`config.mk`:
```
export PLATFORM = sky130hd
export DESIGN_NAME = fifo_read_packer
export DESIGN_NICKNAME = d
export VERILOG_FILES = /design/src/rtl/fifo_read_packer.sv
export SDC_FILE = /design/constraint.sdc
export NUM_CORES = 1
export LEC_CHECK = 0
export CAP_MARGIN = 10
export CORE_MARGIN = 10
export CORE_UTILIZATION = 52
export CTS_CLUSTER_DIAMETER = 60
export DETAILED_ROUTE_END_ITERATION = 10
export PLACE_DENSITY = 0.91
export SLEW_MARGIN = 20
export SYNTH_ARGS = -nofsm -noshare
export SYNTH_HDL_FRONTEND = slang
export SYNTH_SLANG_ARGS = --single-unit
```
`constraint.sdc`:
```
create_clock -name clk -period 2.82 [get_ports clk]
set_input_delay 0.564 -clock clk [delete_from_list [all_inputs] [get_ports clk]]
set_output_delay 0.564 -clock clk [all_outputs]
set_load 0.005 [all_outputs]
```
`src/rtl/fifo_read_packer.sv`:
```
// fifo_read_packer: pops a FIFO and packs Lanes entries into one wide valid/ready word,
// with flush emitting a partial word and a per-lane keep mask.
module fifo_read_packer #(
  parameter int Width = 8,
  parameter int Lanes = 4
) (
  input  logic                     clk,
  input  logic                     rst,
  input  logic                     fifo_empty,
  output logic                     fifo_r_en,
  input  logic [Width-1:0]         fifo_data,
  input  logic                     flush,
  output logic [Width*Lanes-1:0]   out_data,
  output logic [Lanes-1:0]         out_keep,
  output logic                     out_valid,
  input  logic                     out_ready,
  output logic                     busy
);
  localparam int FW = $clog2(Lanes) + 1;
  typedef enum logic {FILL, FLUSH} state_t;
  state_t                   state;
  logic [FW-1:0]            fill;
  logic                     pending;
  logic [Width*Lanes-1:0]   pack;
  logic                     out_free, xfer, settle;
  logic [Lanes-1:0]         keep;
  // Counting the in-flight pop keeps fill+pending from ever overrunning the pack register.
  assign fifo_r_en = !rst && !fifo_empty && state == FILL && (fill + FW'(pending)) < FW'(Lanes);
  assign out_free  = !out_valid || out_ready;
  assign settle    = state == FLUSH && !pending && out_free;
  assign xfer      = out_free && !pending && (state == FILL ? fill == FW'(Lanes) : fill != '0);
  assign busy      = fill != '0 || pending || state == FLUSH || out_valid;
  always_comb begin
    keep = '0;
    for (int i = 0; i < Lanes; i++) keep[i] = FW'(i) < fill;
  end
  always_ff @(posedge clk or posedge rst) begin
    if (rst) begin
      state     <= FILL;
      fill      <= '0;
      pending   <= 1'b0;
      pack      <= '0;
      out_data  <= '0;
      out_keep  <= '0;
      out_valid <= 1'b0;
    end else begin
      pending <= fifo_r_en && !fifo_empty;
      if (xfer) begin
        out_data  <= pack;
        out_keep  <= keep;
        out_valid <= 1'b1;
      end else if (out_ready) begin
        out_valid <= 1'b0;
      end
      if (xfer || settle) begin
        pack <= '0;
        fill <= '0;
      end else if (pending) begin
        for (int i = 0; i < Lanes; i++)
          if (fill == FW'(i)) pack[i*Width +: Width] <= fifo_data;
        fill <= fill + 1'b1;
      end
      state <= settle ? FILL : (state == FILL && flush) ? FLUSH : state;
    end
  end
endmodule

```
; Word-level counts from Yosys, hierarchy flattened
; Cells that the tools add are included.
[op_classes]
bitwise_logic = 1
n_mux = 13
n_reduce_logical = 31
add_sub_neg = 2
eq_ne = 4
magnitude_cmp = 5
[op_table]
columns = cell, n
row1 = 32-bit 2-to-1 mux, 2
row2 = 8-bit 2-to-1 mux, 4
row3 = 2-bit nonzero test, 7
row4 = 1-bit logical AND, 9
row5 = 2-bit AND reduction, 4
row6 = 3-bit by 2-bit == test with 1-bit output (second input constant), 2
row7 = 1-bit by 3-bit < comparator with 1-bit output (first input constant), 2
row8 = 2-bit by 3-bit < comparator with 1-bit output (first input constant), 2
row9 = 3-bit 2-to-1 mux, 2
row10 = 1-bit logical OR, 5
row11 = 1-bit 2-to-1 mux, 5
row12 = 1-bit logical NOT, 4
row13 = 3-bit by 1-bit adder with 3-bit output, 1
row14 = 3-bit by 1-bit adder with 3-bit output (second input constant), 1
row15 = 3-bit by 1-bit == test with 1-bit output (second input constant), 1
row16 = 3-bit == test (second input constant), 1
row17 = 3-bit logical NOT, 1
row18 = 3-bit < comparator (second input constant), 1
row19 = 3-bit nonzero test, 1
row20 = 1-bit NOT, 1
[word_totals]
output_inout_bits = 39
elab_cells = 66
inputBits = 13
regBits = 74

; Longest topological paths before layout
; Gate-level depths: netlist of run 1.
[depth]
ltp_word = 7
mapped_depth = 7
depth_no_buf = 5

; Least setup slack after synthesis of run 1
; Ideal clock, no wire load.
[synth_path]
path_kind = register -> register
start = register fill[0]
end = register out_data[14]
slack_ps = 801
period_less_slack_ps = 2019
required_time_ps = 2695
path_stages_with_launch = 8
n_path_buf = 2
arrival_ps = 1894
setup_time_ps = 125
path_cell_list = dfrtp_1 > clkbuf_1 > inv_1 > ha_1 > mux2i_1 > nor3_4 > buf_6 > mux2_2
[synth_between]
elab_chain_len = 3
word_cells_on_any_way = 4
cone_classes = 1 x eq/ne / 1 x mux / 2 x reduce/logical
[synth_rtl]
columns = element, line
row1 = from (decl), 22  ; logic [FW-1:0] fill;
row2 = from (signal assigned), 61  ; fill <= fill + 1'b1;
row3 = 3-bit == test or 3-bit nonzero test (tied branches), 31  ; assign xfer = out_free && !pending && (state == FILL ? fill == FW'(Lanes) : fill != '0);
row4 = 1-bit 2-to-1 mux (*), 31
row5 = 1-bit logical AND (*), 31
row6 = to (signal assigned), 49  ; out_data <= pack;
row7 = to (decl), 13  ; output logic [Width*Lanes-1:0] out_data,
; Every way passes the cells marked *; elsewhere a longest branch is shown, timed or not.
; A chain may end at the register's enable or synchronous reset.

; Worst setup path after layout of run 1
[layout_path]
start = register pending
end = output port fifo_r_en
[layout_between]
elab_chain_len = 3
[layout_rtl]
columns = element, line
row1 = from (decl), 23  ; logic pending;
row2 = from (signal assigned), 47  ; pending <= fifo_r_en && !fifo_empty;
row3 = 3-bit by 1-bit adder with 3-bit output, 28  ; assign fifo_r_en = !rst && !fifo_empty && state == FILL && (fill + FW'(pending)) < FW'(Lanes);
row4 = 3-bit < comparator, 28
row5 = 1-bit logical AND, 28
row6 = to (decl), 10  ; output logic fifo_r_en,
; No other way between the ends.

==> metrics.cfg, run 1 <==
[route]
routed_wl_mm=6.44
drt_pass1_iterations=6
drc_errors=0
wl_per_cell_um=17.5
via_per_inst=5.30
drt-initial-drc-count=55
vias=1952
ant_nets=0

[worst_hold_path]
hp-class=reg2reg

[clock_tree]
cts_buffers=9
post_cts.repair.setup_buffers=0
clkTransAtPathRegs_ns=0.07
clkLatencyLatePin_ns=0.34
cts_buffer_depth=2
cts_resized=0
hold_buffers=0
cts.sinks=74
cts_root_buf=clkbuf_8
htreeDepth=3
cts_tree=yes

[power_and_ir_drop]
power_density_mw_per_mm2=763
p_leak_nw=1.87
peakVddDrop_mv=0.597

[sta]
drv_slew=0
tns_ns=0
finalSetupViolations=0
clock.fmax_ghz=0.412
worst_slew_pin_slew_ns=0.804
hold_viol=0
maxSlewHeadroom_pct=46.3
fin_crit_sh_pct=86.1
skew_ns=0.00831
rsz0062_at_grt=false
period_minus_slack_ns=2.43

[critical_path]
critPathKind=reg2out
critical_path.max_stage_delay_ns=0.50
crit_path_end_kind=primary output
path_max_fanout=10
required_ns=2.26
crit_arrival_ns=1.87
path_cells=nand4b_1, buf_4, and3_1, clkdlybuf4s50_1
startpoint_type=flop
slowest_stage=dfrtp_1

[layout]
area_growth_pct=26.1
finalInstanceArea_mm2=0.00382
final_net_count=308
drive_gt1_share_pct=19.9
antennaDiodeCount=0

[die]
core_area_mm2=0.00557
rows=27
initial_utilization_pct=54.4
die_y_um=96.3
io_pins=52
dieArea_mm2=0.00928
dieWidth_um=96.3

[synth]
synth.most_common_cell=dfrtp_1
yosys.area.top_type_share_pct=61.1
ys.flop_type=dfrtp_1
synth_area_leaders=dfrtp_1 61%, mux2_2 12%, mux2i_1 9.2%
synth_area_per_cell_um2=12.9
ys_ff_latch=74
synthArstFlopShare_pct=100
syn_inst=235
synth_top_area_cell=dfrtp_1
syn_area_mm2=0.00303
synth_nets=251
ys_top_cells_by_count=74 x dfrtp_1, 32 x mux2_2, 30 x nor2_1, 28 x mux2i_1, 19 x nand2_1
synth-edff-count=0
seq_area_frac_synth_pct=61.1
yosys_warnings=0
yosysUniqueCellTypes=25

[global_routing]
grt_pass1_wl_mm=10.4
grt_usage_pct=14.8
antenna_found_initial=0
grt_pass1_vias=2112
grt_max_degree=39
grt-ovfl-total=0

[place]
globalplace.congestion=0.752
place_hpwl_mm=4.29
io_buffers=51
post_dp_cell_area_mm2=0.00365

[outcome]
status=completed

[job]
drv_cap=0

-- cell type report --
type,instances,area (µm²)
clock inverters,2,12.5
repair buffers,60,603
inverters,5,18.8
well taps,72,90.1
multi-input cells,142,1090
clock buffers,13,159
flip-flops and latches,74,1850
fillers,392,1750
-- critical path: cells and delay by family (launching register included) --
kind / cells / cell delay [ns]
simple gates: 2 / 0.34
buf+inv: 2 / 0.70
flops: 1 / 0.50
-- final timing paths --
kind	start	to	slack, ns	cells after the start
hold reg to reg	out_data[15]	out_data[15]	0.49	1
setup reg to reg	fill[0]	out_data[21]	0.84	6
max in group asynchronous	rst	out_data[27]	1.45	3
min in group asynchronous	rst	fill[1]	0.73	2
setup / recovery	pending	fifo_r_en	0.39	4
hold / removal	out_data[15]	out_data[15]	0.49	1
-- per-stage QoR --
step / instances / setup slack [ns] / util, % / hold slack (ns) / total power [mW]
after floorplan: 235 / 0.374 / - / 0.464 / 1.83
after global placement: 353 / 0.389 / 65.5 / 0.469 / 2.20
after detailed placement: 353 / 0.379 / 65.5 / 0.486 / 2.23
after CTS: 368 / 0.366 / 68.6 / 0.501 / 2.95
after global routing: 368 / 0.308 / 68.6 / 0.520 / 3.08
final: 368 / 0.391 / 68.6 / 0.492 / 2.92
-- cell families after synthesis --
kind of cell / synth area share (%)
xor gates and xnor gates: 0.578
muxes: 21.9
adders and majority gates: 1.24
AOI/OAI and AO/OA: 1.82
DFF: 61.1
buffers and inverters: 3.43
and+or+nand+nor: 9.95
-- sequential cells by signal (all words and copies together) (netlist names) --
signal     flops
fill           3
out_data      32
out_keep       4
out_valid      1
pack          32
pending        1
state          1
-- layer usage --
layer | vias up | global-route usage [%] | part of all wire [%]
li1 | 905 | - | -
met1 | 997 | 16.8 | 41
met2 | 44 | 24.6 | 51
met3 | 6 | 5.68 | 7.1
met4 | 0 | 6.05 | 0.89
met5 | - | 0 | 0
-- report_power, final --
group	leakage, nW	internal (mW)	switching [mW]	total (mW)
clock network	0.0855	0.362	0.351	0.713
registers	1.02	1.24	0.126	1.37
logic	0.763	0.460	0.376	0.836
total	1.87	2.06	0.853	2.92
-- layout by cell type, fill, tap and decap left out, types with 2 or more instances in the layout --
cell type,netlist,routed
dfrtp_1,74,74
clkdlybuf4s50_1,0,51
mux2_2,32,32
nor2_1,30,30
mux2i_1,28,28
nand2_1,19,19
a21oi_1,11,11
clkbuf_8,0,11
buf_4,0,7
inv_1,5,4
nand3b_1,3,3
ha_1,3,3
nor3_4,1,2
nor3_1,2,2
and3_1,2,2
mux2_1,2,2
clkbuf_1,3,2
buf_12,0,2
No activity file was read; power rests on OpenSTA's default activity.
==> run 2, diff against run 1 <==
--- a/config.mk
+++ b/config.mk
@@ -6,11 +6,11 @@
 export NUM_CORES = 1
 export LEC_CHECK = 0
 export CAP_MARGIN = 10
-export CORE_MARGIN = 10
-export CORE_UTILIZATION = 52
+export CORE_MARGIN = 1.5
+export CORE_UTILIZATION = 56
 export CTS_CLUSTER_DIAMETER = 60
 export DETAILED_ROUTE_END_ITERATION = 10
-export PLACE_DENSITY = 0.91
+export PLACE_DENSITY = 0.95
 export SLEW_MARGIN = 20
 export SYNTH_ARGS = -nofsm -noshare
 export SYNTH_HDL_FRONTEND = slang
==> constraint.sdc (replaced) <==
create_clock -name clk -period 3.08 [get_ports clk]
set_input_delay 0.616 -clock clk [delete_from_list [all_inputs] [get_ports clk]]
set_output_delay 0.616 -clock clk [all_outputs]
set_load 0.005 [all_outputs]
==> run 2 against run 1 <==
Effect of this change:
- flip-flop and latch count is the same
- utilization up 4.7 points
- sequential share of layout area grew 0.38 points
- die area down 37%
- critical path depth unchanged
- sequential power is 8% lower
- largest power group unchanged
==> metrics.cfg, run 2 (synthesis gave the netlist of run 1 again) <==
[outcome]
status=completed  ; unchanged

[sta]
setup_ws_ns=0.533  ; was 0.391 ns
rsz0062_at_grt=false  ; unchanged
fin_crit_sh_pct=82.7
worst_slew_pin_slew_ns=0.671  ; was 0.804 ns
period_minus_slack_ns=2.55
hold_viol=0  ; unchanged
finalSetupViolations=0  ; unchanged
drv_slew=0  ; unchanged
maxSlewHeadroom_pct=54.6  ; was 46.3%
tns_ns=0  ; unchanged
skew_ns=0.00481  ; was 0.00831 ns
clock.fmax_ghz=0.393

[layout]
layout_commonest_cell=dfrtp_1  ; unchanged
finalInstanceArea_mm2=0.00379  ; was 0.00382 mm²
n_fill_cell=350  ; was 392
ff_latch_area_mm2=0.00185  ; unchanged
final_net_count=305  ; was 308
area_growth_pct=25.1  ; was 26.1%
biggestRegsByFlops=out_data x32, pack x32, out_keep x4  ; unchanged
antennaDiodeCount=0  ; unchanged
final_cell_mix=74 x dfrtp_1, 51 x clkdlybuf4s50_1, 32 x mux2_2  ; unchanged
final_cells=364  ; was 368
multi_input_area_mm2=0.00109  ; unchanged
drive_gt1_share_pct=18.7  ; was 19.9%

[clock_tree]
clkLatencyLatePin_ns=0.35  ; was 0.34 ns
clkTransAtPathRegs_ns=0.07  ; about the same
cts_resized=0  ; unchanged
hold_buffers=0  ; unchanged
post_cts.repair.setup_buffers=0  ; unchanged
cts_buffers=9  ; unchanged
cts_buffer_depth=2  ; unchanged
htreeDepth=3  ; unchanged
cts.sinks=74  ; unchanged
cts_tree=yes  ; unchanged
cts_root_buf=clkbuf_8  ; unchanged

[global_routing]
grt_max_degree=75  ; was 39
antenna_found_initial=0  ; unchanged
grt-ovfl-total=0  ; unchanged
grt_pass1_wl_mm=9.59  ; was 10.4 mm
grt_pass1_vias=1951  ; was 2112
grt_usage_pct=21.5  ; was 14.8%

[route]
vias=1921  ; was 1952
ant_nets=0  ; unchanged
routed_wl_mm=5.73  ; was 6.44 mm
via_per_inst=5.28  ; was 5.30
wl_per_cell_um=15.8  ; was 17.5 µm
drt_pass1_iterations=5  ; was 6
drc_errors=0  ; unchanged
drt-initial-drc-count=120  ; was 55

[place]
io_buffers=51  ; unchanged
post_dp_cell_area_mm2=0.00361  ; was 0.00365 mm²
globalplace.congestion=0.753  ; was 0.752
placed_cells=348  ; was 353
place_hpwl_mm=3.64  ; was 4.29 mm
pre_cts_slack_ns=0.531  ; was 0.379 ns

[power_and_ir_drop]
swShare_pct=28.8  ; was 29.3%
power_switching_mw=0.776  ; was 0.853 mW
p_leak_nw=1.86  ; was 1.87 nW
pwr-share-seq_pct=46.6  ; was 46.9%
power_density_mw_per_mm2=711  ; was 763 mW/mm²
power_frac_clock_pct=26.1  ; was 24.5%
internal_power_mw=1.92  ; was 2.06 mW
comb_power_share_pct=27.3  ; was 28.7%
peakVddDrop_mv=0.487  ; was 0.597 mV

[die]
initial_utilization_pct=58.6  ; was 54.4%
dieArea_mm2=0.00586  ; was 0.00928 mm²
core_area_mm2=0.00517  ; was 0.00557 mm²
die_y_um=76.6  ; was 96.3 µm
io_pins=52  ; unchanged
rows=26  ; was 27
dieWidth_um=76.6  ; was 96.3 µm

[worst_hold_path]
hp-class=reg2reg  ; unchanged

[critical_path]
path_max_fanout=2  ; was 10
required_ns=2.46  ; was 2.26 ns
crit_path_end_kind=primary output  ; unchanged
critPathKind=in2out  ; was reg2out
startpoint_type=input pin  ; was flop
crit_arrival_ns=1.93  ; was 1.87 ns

[job]
drv_cap=0  ; unchanged

run 2: changes by cell type in the layout (fill, tap and decap cells not counted), sizes merged:
cell / delta
buf: -3
bufinv: +1
clkinv: +1
clkinvlp: -1
run 2: worst max-delay path, stage by stage:
cell,delay [ns]
clkdlybuf4s50_1,0.44
nor3_1,0.21
and3_1,0.18
clkdlybuf4s50_1,0.49
run 2: metal layers:
| layer | share of wire [%] | track usage (%) | up-vias |
|---|---|---|---|
| li1 | - | - | 899 |
| met1 | 46 | 28.7 | 958 |
| met2 | 48 | 34.4 | 54 |
| met3 | 4.1 | 3.71 | 10 |
| met4 | 2.0 | 10.6 | 0 |
| met5 | 0 | 0 | - |
run 2: final cells by class:
| cell class | instances | share of cell area [%] |
|---|---|---|
| flip-flops and latches | 74 | 48.8 |
| multi-input cells | 142 | 28.7 |
| repair buffers | 57 | 15.0 |
| clock buffers | 13 | 3.66 |
| well taps | 70 | 2.31 |
| clock inverters | 3 | 1.06 |
| inverters | 5 | 0.495 |
run 2: power by group through the flow:
stage	clock network [mW]	registers [mW]	logic [mW]
2_1_floorplan	0	1.24	0.432
3_3_place_gp	0	1.26	0.718
3_5_place_dp	0	1.27	0.745
4_1_cts	0.720	1.26	0.748
5_1_grt	0.757	1.28	0.795
6_report	0.705	1.26	0.736
run 2: final timing paths:
check	cells after the start	slack [ns]	endpoint	start
worst max-delay path	4	0.53	fifo_r_en	rst
worst min-delay path	1	0.49	out_data[15]	out_data[15]
worst max register to register	4	1.01	pack[14]	pending
worst min register to register	1	0.49	out_data[15]	out_data[15]
max in group asynchronous	3	2.07	pack[4]	rst
min in group asynchronous	3	0.72	out_keep[2]	rst
run 2: per-stage QoR:
step / util, % / power [mW] / hold slack [ns]
global route: 73.3 / 2.83 / 0.512
finish: 73.3 / 2.70 / 0.488
detailed placement: 69.9 / 2.02 / 0.474
floorplan: - / 1.67 / 0.464
CTS: 73.3 / 2.72 / 0.490
global placement: 69.9 / 1.98 / 0.467
